==> src/rtl/pipe_skid_buffer_if.sv <==
// Handshake bundle between an upstream stage, the skid buffer and the next stage.
interface pipe_skid_buffer_if #(parameter int WIDTH = 32);
  logic             in_valid;
  logic             in_ready;
  logic [WIDTH-1:0] in_data;
  logic             out_valid;
  logic             out_ready;
  logic [WIDTH-1:0] out_data;
  logic             flush;
  logic [1:0]       count;

  // Driver side: supplies words, consumes them, and requests flushes.
  modport master (
    output in_valid, in_data, out_ready, flush,
    input  in_ready, out_valid, out_data, count
  );

  // Buffer side.
  modport slave (
    input  in_valid, in_data, out_ready, flush,
    output in_ready, out_valid, out_data, count
  );
endinterface

==> src/rtl/pipe_skid_buffer.sv <==
// Two-entry skid buffer for a pipeline latch with valid/ready backpressure.
//
//   state   | meaning
//   --------+-----------------------------------------------------------
//   S_EMPTY | nothing held; accepting
//   S_BUSY  | one word in main, presented downstream; still accepting
//   S_FULL  | main presented, skid holds the next word; not accepting
//
// in_ready, out_valid and count are registered copies of the next-state
// decode, so upstream ready never depends combinationally on out_ready.
module pipe_skid_buffer #(
  parameter int WIDTH = 32
) (
  input logic                clk,
  input logic                rst_n,
  pipe_skid_buffer_if.slave  bus
);

  typedef enum logic [1:0] {
    S_EMPTY = 2'd0,
    S_BUSY  = 2'd1,
    S_FULL  = 2'd2
  } state_t;

  state_t           r_state;
  state_t           w_state_nxt;
  logic [WIDTH-1:0] r_main;
  logic [WIDTH-1:0] r_skid;
  logic             r_in_ready;
  logic             r_out_valid;
  logic [1:0]       r_count;
  logic             w_in_fire;
  logic             w_out_fire;
  logic             w_load_main_in;
  logic             w_load_main_skid;
  logic             w_load_skid;

  assign w_in_fire  = bus.in_valid & r_in_ready;
  assign w_out_fire = r_out_valid & bus.out_ready;

  assign bus.in_ready  = r_in_ready;
  assign bus.out_valid = r_out_valid;
  assign bus.out_data  = r_main;
  assign bus.count     = r_count;

  // Next-state and register-load decode; flush overrides every handshake.
  always_comb begin
    w_state_nxt      = r_state;
    w_load_main_in   = 1'b0;
    w_load_main_skid = 1'b0;
    w_load_skid      = 1'b0;
    if (bus.flush) begin
      w_state_nxt = S_EMPTY;
    end else begin
      case (r_state)
        S_EMPTY: begin
          if (w_in_fire) begin
            w_load_main_in = 1'b1;
            w_state_nxt    = S_BUSY;
          end
        end
        S_BUSY: begin
          if (w_in_fire && w_out_fire) begin
            w_load_main_in = 1'b1;
          end else if (w_in_fire) begin
            w_load_skid = 1'b1;
            w_state_nxt = S_FULL;
          end else if (w_out_fire) begin
            w_state_nxt = S_EMPTY;
          end
        end
        S_FULL: begin
          if (w_out_fire) begin
            w_load_main_skid = 1'b1;
            w_state_nxt      = S_BUSY;
          end
        end
        default: w_state_nxt = S_EMPTY;
      endcase
    end
  end

  // State register plus registered output decode of the next state.
  always_ff @(posedge clk or negedge rst_n) begin
    if (!rst_n) begin
      r_state     <= S_EMPTY;
      r_in_ready  <= 1'b1;
      r_out_valid <= 1'b0;
      r_count     <= 2'd0;
    end else begin
      r_state     <= w_state_nxt;
      r_in_ready  <= (w_state_nxt != S_FULL);
      r_out_valid <= (w_state_nxt != S_EMPTY);
      case (w_state_nxt)
        S_BUSY:  r_count <= 2'd1;
        S_FULL:  r_count <= 2'd2;
        default: r_count <= 2'd0;
      endcase
    end
  end

  // Data registers: main only ever loads from an accepted word or the skid.
  always_ff @(posedge clk or negedge rst_n) begin
    if (!rst_n) begin
      r_main <= '0;
      r_skid <= '0;
    end else begin
      if (w_load_main_in) begin
        r_main <= bus.in_data;
      end else if (w_load_main_skid) begin
        r_main <= r_skid;
      end
      if (w_load_skid) begin
        r_skid <= bus.in_data;
      end
    end
  end

endmodule

==> src/flat_wrapper.sv <==
// flat-port wrapper written by rule: the top's interface ports become plain ports
module pipe_skid_buffer_flat 
#(
  parameter int WIDTH = 32
)
  (clk, rst_n, bus_in_valid, bus_in_data, bus_out_ready, bus_flush, bus_in_ready, bus_out_valid, bus_out_data, bus_count);
  pipe_skid_buffer_if #(.WIDTH(WIDTH)) bus_i ();
  input logic clk;
  input logic rst_n;
  input wire logic [$bits(bus_i.in_valid)-1:0] bus_in_valid;
  input wire logic [$bits(bus_i.in_data)-1:0] bus_in_data;
  input wire logic [$bits(bus_i.out_ready)-1:0] bus_out_ready;
  input wire logic [$bits(bus_i.flush)-1:0] bus_flush;
  output wire logic [$bits(bus_i.in_ready)-1:0] bus_in_ready;
  output wire logic [$bits(bus_i.out_valid)-1:0] bus_out_valid;
  output wire logic [$bits(bus_i.out_data)-1:0] bus_out_data;
  output wire logic [$bits(bus_i.count)-1:0] bus_count;
  assign bus_i.in_valid = bus_in_valid;
  assign bus_i.in_data = bus_in_data;
  assign bus_i.out_ready = bus_out_ready;
  assign bus_i.flush = bus_flush;
  assign bus_in_ready = bus_i.in_ready;
  assign bus_out_valid = bus_i.out_valid;
  assign bus_out_data = bus_i.out_data;
  assign bus_count = bus_i.count;
  pipe_skid_buffer #(.WIDTH(WIDTH)) u_core (.clk(clk), .rst_n(rst_n), .bus(bus_i));
endmodule
==> config.mk <==
export PLATFORM = sky130hd
export DESIGN_NAME = pipe_skid_buffer_flat
export DESIGN_NICKNAME = d
export VERILOG_FILES = /design/src/rtl/pipe_skid_buffer_if.sv /design/src/rtl/pipe_skid_buffer.sv /design/src/flat_wrapper.sv
export SDC_FILE = /design/constraint.sdc
export NUM_CORES = 1
export LEC_CHECK = 0
export CELL_PAD_IN_SITES_DETAIL_PLACEMENT = 1
export CELL_PAD_IN_SITES_GLOBAL_PLACEMENT = 1
export CORE_MARGIN = 2
export CORE_UTILIZATION = 36
export DETAILED_ROUTE_END_ITERATION = 8
export HOLD_SLACK_MARGIN = 0.03
export PLACE_DENSITY_LB_ADDON = 0.1
export SYNTH_ARGS = -nofsm -noshare
export SYNTH_HDL_FRONTEND = slang
export SYNTH_SLANG_ARGS = --single-unit
==> constraint.sdc <==
create_clock -name clk -period 1.7 [get_ports clk]
set_input_delay 0.34 -clock clk [delete_from_list [all_inputs] [get_ports clk]]
set_output_delay 0.34 -clock clk [all_outputs]
set_load 0.05 [all_outputs]
### Yosys cells after proc, flatten, opt, wreduce, memory -nomap -nowiden

Cells that the tools add are included.

| word-level totals | value |
|---|---|
| flip-flop bits (word level) | 70 |
| input port bits | 37 |
| output and inout port bits | 36 |
| logic and storage cells | 37 |

| operators by class | value |
|---|---|
| equal/unequal tests | 5 |
| muxes and demuxes | 20 |
| bitwise operators | 2 |
| reduce and logical (&&, ||, !) cells | 4 |

Operators with widths:

| cell | count |
|---|---|
| $mux 32 | 2 |
| $mux 2 | 6 |
| $mux 1 | 9 |
| $pmux 2 s3 | 1 |
| $eq 2x1->1 const B | 2 |
| $eq 2x2->1 const B | 2 |
| $pmux 2 s2 | 1 |
| $reduce_bool 2->1 | 2 |
| $and 1x1->1 | 2 |
| $logic_not 2->1 | 1 |
| $ne 2x2->1 const B | 1 |
| $pmux 1 s2 | 1 |
| $logic_and 1x1->1 | 1 |

### Logic depth before layout (Yosys ltp)

| depth | value |
|---|---|
| word-level depth | 8 |
| depth in mapped cells | 7 |
| depth with buffers taken out | 3 |

### Worst setup path after synthesis

OpenSTA, ideal clock, no wires.

| timing path | value |
|---|---|
| kind | register to register |
| from | register u_core.r_out_valid (netlist: u_core.bus.out_valid) |
| to | register u_core.r_skid[10] |
| arrival | 1.944 ns |
| slack | -0.369 ns |
| cell stages (with the launch flop) | 6 |
| path buffers | 2 |
| cells stage by stage | dfrtp_1 > a21boi_4 > or4b_1 > buf_6 > buf_8 > mux2_4 |

| on the way | value |
|---|---|
| word-level cells in the longest chain between the ends | 5 |

Ends and longest elaborated chain:

| what | RTL line | source |
|---|---|---|
| start: declaration | pipe_skid_buffer.sv:30 | `logic r_out_valid;` |
| start signal: assignment | pipe_skid_buffer.sv:93 | `r_out_valid <= (w_state_nxt != S_EMPTY);` |
| $and 1x1->1 | pipe_skid_buffer.sv:39 | `assign w_out_fire = r_out_valid & bus.out_ready;` |
| $logic_and 1x1->1 | pipe_skid_buffer.sv:63 | `if (w_in_fire && w_out_fire) begin` |
| $mux 1 | pipe_skid_buffer.sv:63 |  |
| $mux 1 | pipe_skid_buffer.sv:55 | `case (r_state)` |
| $mux 1 | pipe_skid_buffer.sv:52 | `if (bus.flush) begin` |
| end signal: assignment | pipe_skid_buffer.sv:114 | `r_skid <= bus.in_data;` |
| end: declaration | pipe_skid_buffer.sv:28 | `logic [WIDTH-1:0] r_skid;` |

No other way between the ends.
A chain may end at the register's enable or synchronous reset.

### Worst setup path in the final report

| timing path | value |
|---|---|
| from | input port bus_out_ready |
| to | register u_core.r_skid[21] |

| on the way | value |
|---|---|
| word-level cells in the longest chain between the ends | 5 |

Ends and longest elaborated chain:

| what | RTL line | source |
|---|---|---|
| start: declaration | flat_wrapper.sv:12 | `input wire logic [$bits(bus_i.out_ready)-1:0] bus_out_ready;` |
| $and 1x1->1 | pipe_skid_buffer.sv:39 |  |
| $logic_and 1x1->1 | pipe_skid_buffer.sv:63 |  |
| $mux 1 | pipe_skid_buffer.sv:63 |  |
| $mux 1 | pipe_skid_buffer.sv:55 |  |
| $mux 1 | pipe_skid_buffer.sv:52 |  |

No other way between the ends.

==> key figures <==
Synthesis
  • Post-Synthesis Net Count: ~320
  • Synth Area per Inst: about 12 sq um
  • Library cell with the largest summed area after synthesis: dfrtp_1
  • Number of register bits inferred by synthesis: 70
  • Yosys warnings: 0
  • Distinct cells, synth: 26
  • Post-synth top area share: 0.5241
  • Netlist Area Pre-Place: approximately 3300 sq um
  • Main flop type after synthesis: dfrtp_1
  • Sequential fraction of the synthesis area: 0.5321
  • Synthesized instance count: roughly 280
  • Async set-reset flop share out of synthesis: 1.000
  • Number of enable flip-flop cells after synthesis: 0
  • Dominant cells by area after synthesis: dfrtp_1, mux2_4, nand3b_1, a31oi_1, nor3_1

Placement
  • Buffers added on ports: 72
  • Placer congestion estimate: 0.7351
  • Placed Instances: 447
  • Total half-perimeter wirelength after legalization and detailed placement: between 5000 and 6000 um

Timing
  • Unrepaired setup endpoints after global routing: true
  • Final number of setup-violating endpoints: 32
  • Hold Violations, Final: 0
  • Maximum achievable frequency: 0.5570 GHz
  • Final Slew Violations: 0
  • Period utilization: 1.056
  • Final setup margin: -95.21 ps
  • Worst slew slack as a fraction of its limit: 0.5998
  • Final Critical Period: roughly 1800 ps
  • Transition time of the tightest slew-check pin: roughly 600 ps
  • Maximum clock skew at final layout: 5.806 ps

Floorplan
  • Die area: ~10000 sq um
  • Starting Density: 0.3741
  • IO Pins: 73
  • Die extent in y: 99.66 um
  • Cell row count: 34
  • Die width: 99.66 um
  • Core Footprint: 8806 sq um

Setup path
  • Critical Setup Path Class: input pin to flip-flop
  • Critical path destination: u_core.r_skid[21]
  • Required arrival time at the worst endpoint: slightly below 2000 ps
  • Depth of the most critical reg-to-reg path: 4
  • Type of element capturing the critical path: flip-flop
  • Worst reg2reg path endpoint: u_core.r_skid[21]
  • Crit path arrival time: slightly above 2000 ps
  • Startpoint Class: input pin
  • Maximum net fanout on the critical path: 16
  • Critical path startpoint: bus_out_ready
  • Slack of the worst reg-to-reg path: -90 ps
  • Crit Reg-Reg Startpoint: u_core.bus.in_ready

CTS
  • Largest buffer count on any clock path: 2
  • Clock buffer count from CTS: 9
  • CTS sink cnt: 70
  • Clock tree from TritonCTS: yes
  • Setup bufs post-CTS: 0
  • Clock insertion delay at the later pin of the skew report: about 340 ps
  • Clock-pin transition on the worst setup and hold timing paths: ~80 ps
  • Htree depth: 3
  • Clock root buffer: clkbuf_8

Flow run
  • Max Cap Violations: 0

GRT
  • Largest net degree at the start of global routing: slightly below 70
  • Antenna violations before repair: 0
  • Vias in the first global route: ~2,800
  • Total congestion overflow: 0
  • First-pass GRT wire length: roughly 15,000 um
  • Global router's overall resource usage: 0.1928

Routing
  • DRT Wirelength: about 9000 um
  • Total DRC errors in the routed layout: 0
  • Number of iterations in the first detailed-routing pass: 4
  • Via density per instance: between 5 and 6
  • Number of antenna-violating nets in the routed design: 0
  • Number of design-rule violations left by the first detailed-router iteration: 76
  • WL/cell: slightly below 20 um
  • Via count: 2,538

Power and ir drop
  • Overall power of the completed layout: roughly 7 mW
  • Max IR drop VDD: between 0.0006 and 0.0007 V
  • Leakage power: about 1.9 nW
  • Power per Cell Area: roughly 1600 nW/um^2

Finish
  • Net total in the final layout: around 400
  • # diodes: 0
  • Number of non-filler instances in the completed layout: ~470
  • Ratio of cells with drive above 1 in the final layout: 0.3165
  • Util after Layout: 0.5016
  • Area delta synth->final: 34.07%

Min path
  • Type of the tightest min-delay check: input pin to async pin

Run status
  • Failing checks: setup timing
  • Outcome: finished with violations
[cell usage in the layout, fill, tap and decap left out, types with 2 or more instances in the layout]
master	Yosys	final
o32ai_1	2	2
mux2_4	30	32
and2_1	2	2
bufinv_16	0	3
nand2_1	3	2
buf_4	0	50
clkinv_2	0	2
o21ai_0	32	32
clkdlybuf4s50_1	0	35
dfrtp_2	0	2
dfrtp_1	69	67
a31oi_1	32	31
nand3b_1	32	32
buf_12	0	5
clkbuf_8	0	10
nor3_1	32	32
[sequential cells by signal, summed over array words and instances, names as in the netlist]
signal,flops
u_core.r_state,2
u_core.bus.count,2
u_core.bus.out_data,32
u_core.r_skid,32
u_core.bus.out_valid,1
u_core.bus.in_ready,1
[worst min path at each step]
| stage | cells after the start | endpoint | slack (ps) |
|---|---|---|---|
| after floorplan | 0 | u_core.bus.count[0] | 40 |
| after CTS | 2 | u_core.r_state[1] | 470 |
| after detailed placement | 1 | u_core.r_state[1] | 310 |
| after global placement | 1 | u_core.r_state[1] | 310 |
| after global routing | 2 | u_core.bus.count[1] | 490 |
| final | 2 | u_core.r_state[1] | 480 |
[cells by family (layout without fill, tap and decap cells)]
family | count (synthesis) | count (layout) | share of synthesized area
and+or+nand+nor | 76 | 76 | 0.1470
DFF | 70 | 70 | 0.5321
AOI/OAI and AO/OA | 68 | 68 | 0.1227
muxes | 33 | 33 | 0.1466
buffers and inverters | 30 | 109 | 0.04899
xor gates and xnor gates | 1 | 1 | 0.002659
[power breakdown]
group / internal, mW / switching [mW] / leakage (nW)
clock network: 1.01 / 0.655 / 0.126
registers: 2.30 / 0.369 / 0.807
logic: 1.16 / 1.50 / 0.952
[synth_stat cells, types with 2 or more instances]
cell       n
and2_1     2
mux2_4    30
nand3b_1  32
a31oi_1   32
clkbuf_1  20
buf_2      6
dfrtp_1   69
mux2_1     2
o21ai_0   32
nor3_1    32
buf_8      3
nand2_1    3
o32ai_1    2
[area by class of cell]
cell class	count	area, sq um
clock buffers	10	137.6
well taps	108	135.1
clock inverters	6	108.9
fillers	941	4389
multi-input cells	178	1405
flip-flops and latches	70	1755
repair buffers	93	874.6
[critical path: stages]
cell and delay, ps:
clkdlybuf4s50_1 460, a21boi_4 160, or4b_4 550, buf_12 200, mux2_4 300
[metrics by stage]
stage                     area, sq um  setup TNS (ps)  hold slack (ps)  setup WS (ps)
after floorplan                  3298           -8332            44.41         -268.7
after global placement           4111          -29220            307.3         -577.3
after detailed placement         4111          -29710            305.4         -583.6
after CTS                        4407           -2862            471.9         -95.76
after global routing             4417           -4134            486.3         -141.9
final                            4417           -2790            475.8         -95.21
[repair_timing]
item | CTS | global route
hold buffers | 1 | 0
hold endpoints to repair | 26 | 0
resized for setup | 4 | 2
setup endpoints to repair | 32 | 61
gates cloned | 1 | 0
[routing by layer]
layer	wire length, um	part of all wire	global-route usage
met2	4413	0.49	0.3165
met4	41	0.0045	0.03793
met5	0	0	0
met1	4257	0.47	0.2625
met3	333	0.037	0.04638
Power figures use the tool's default switching activity.
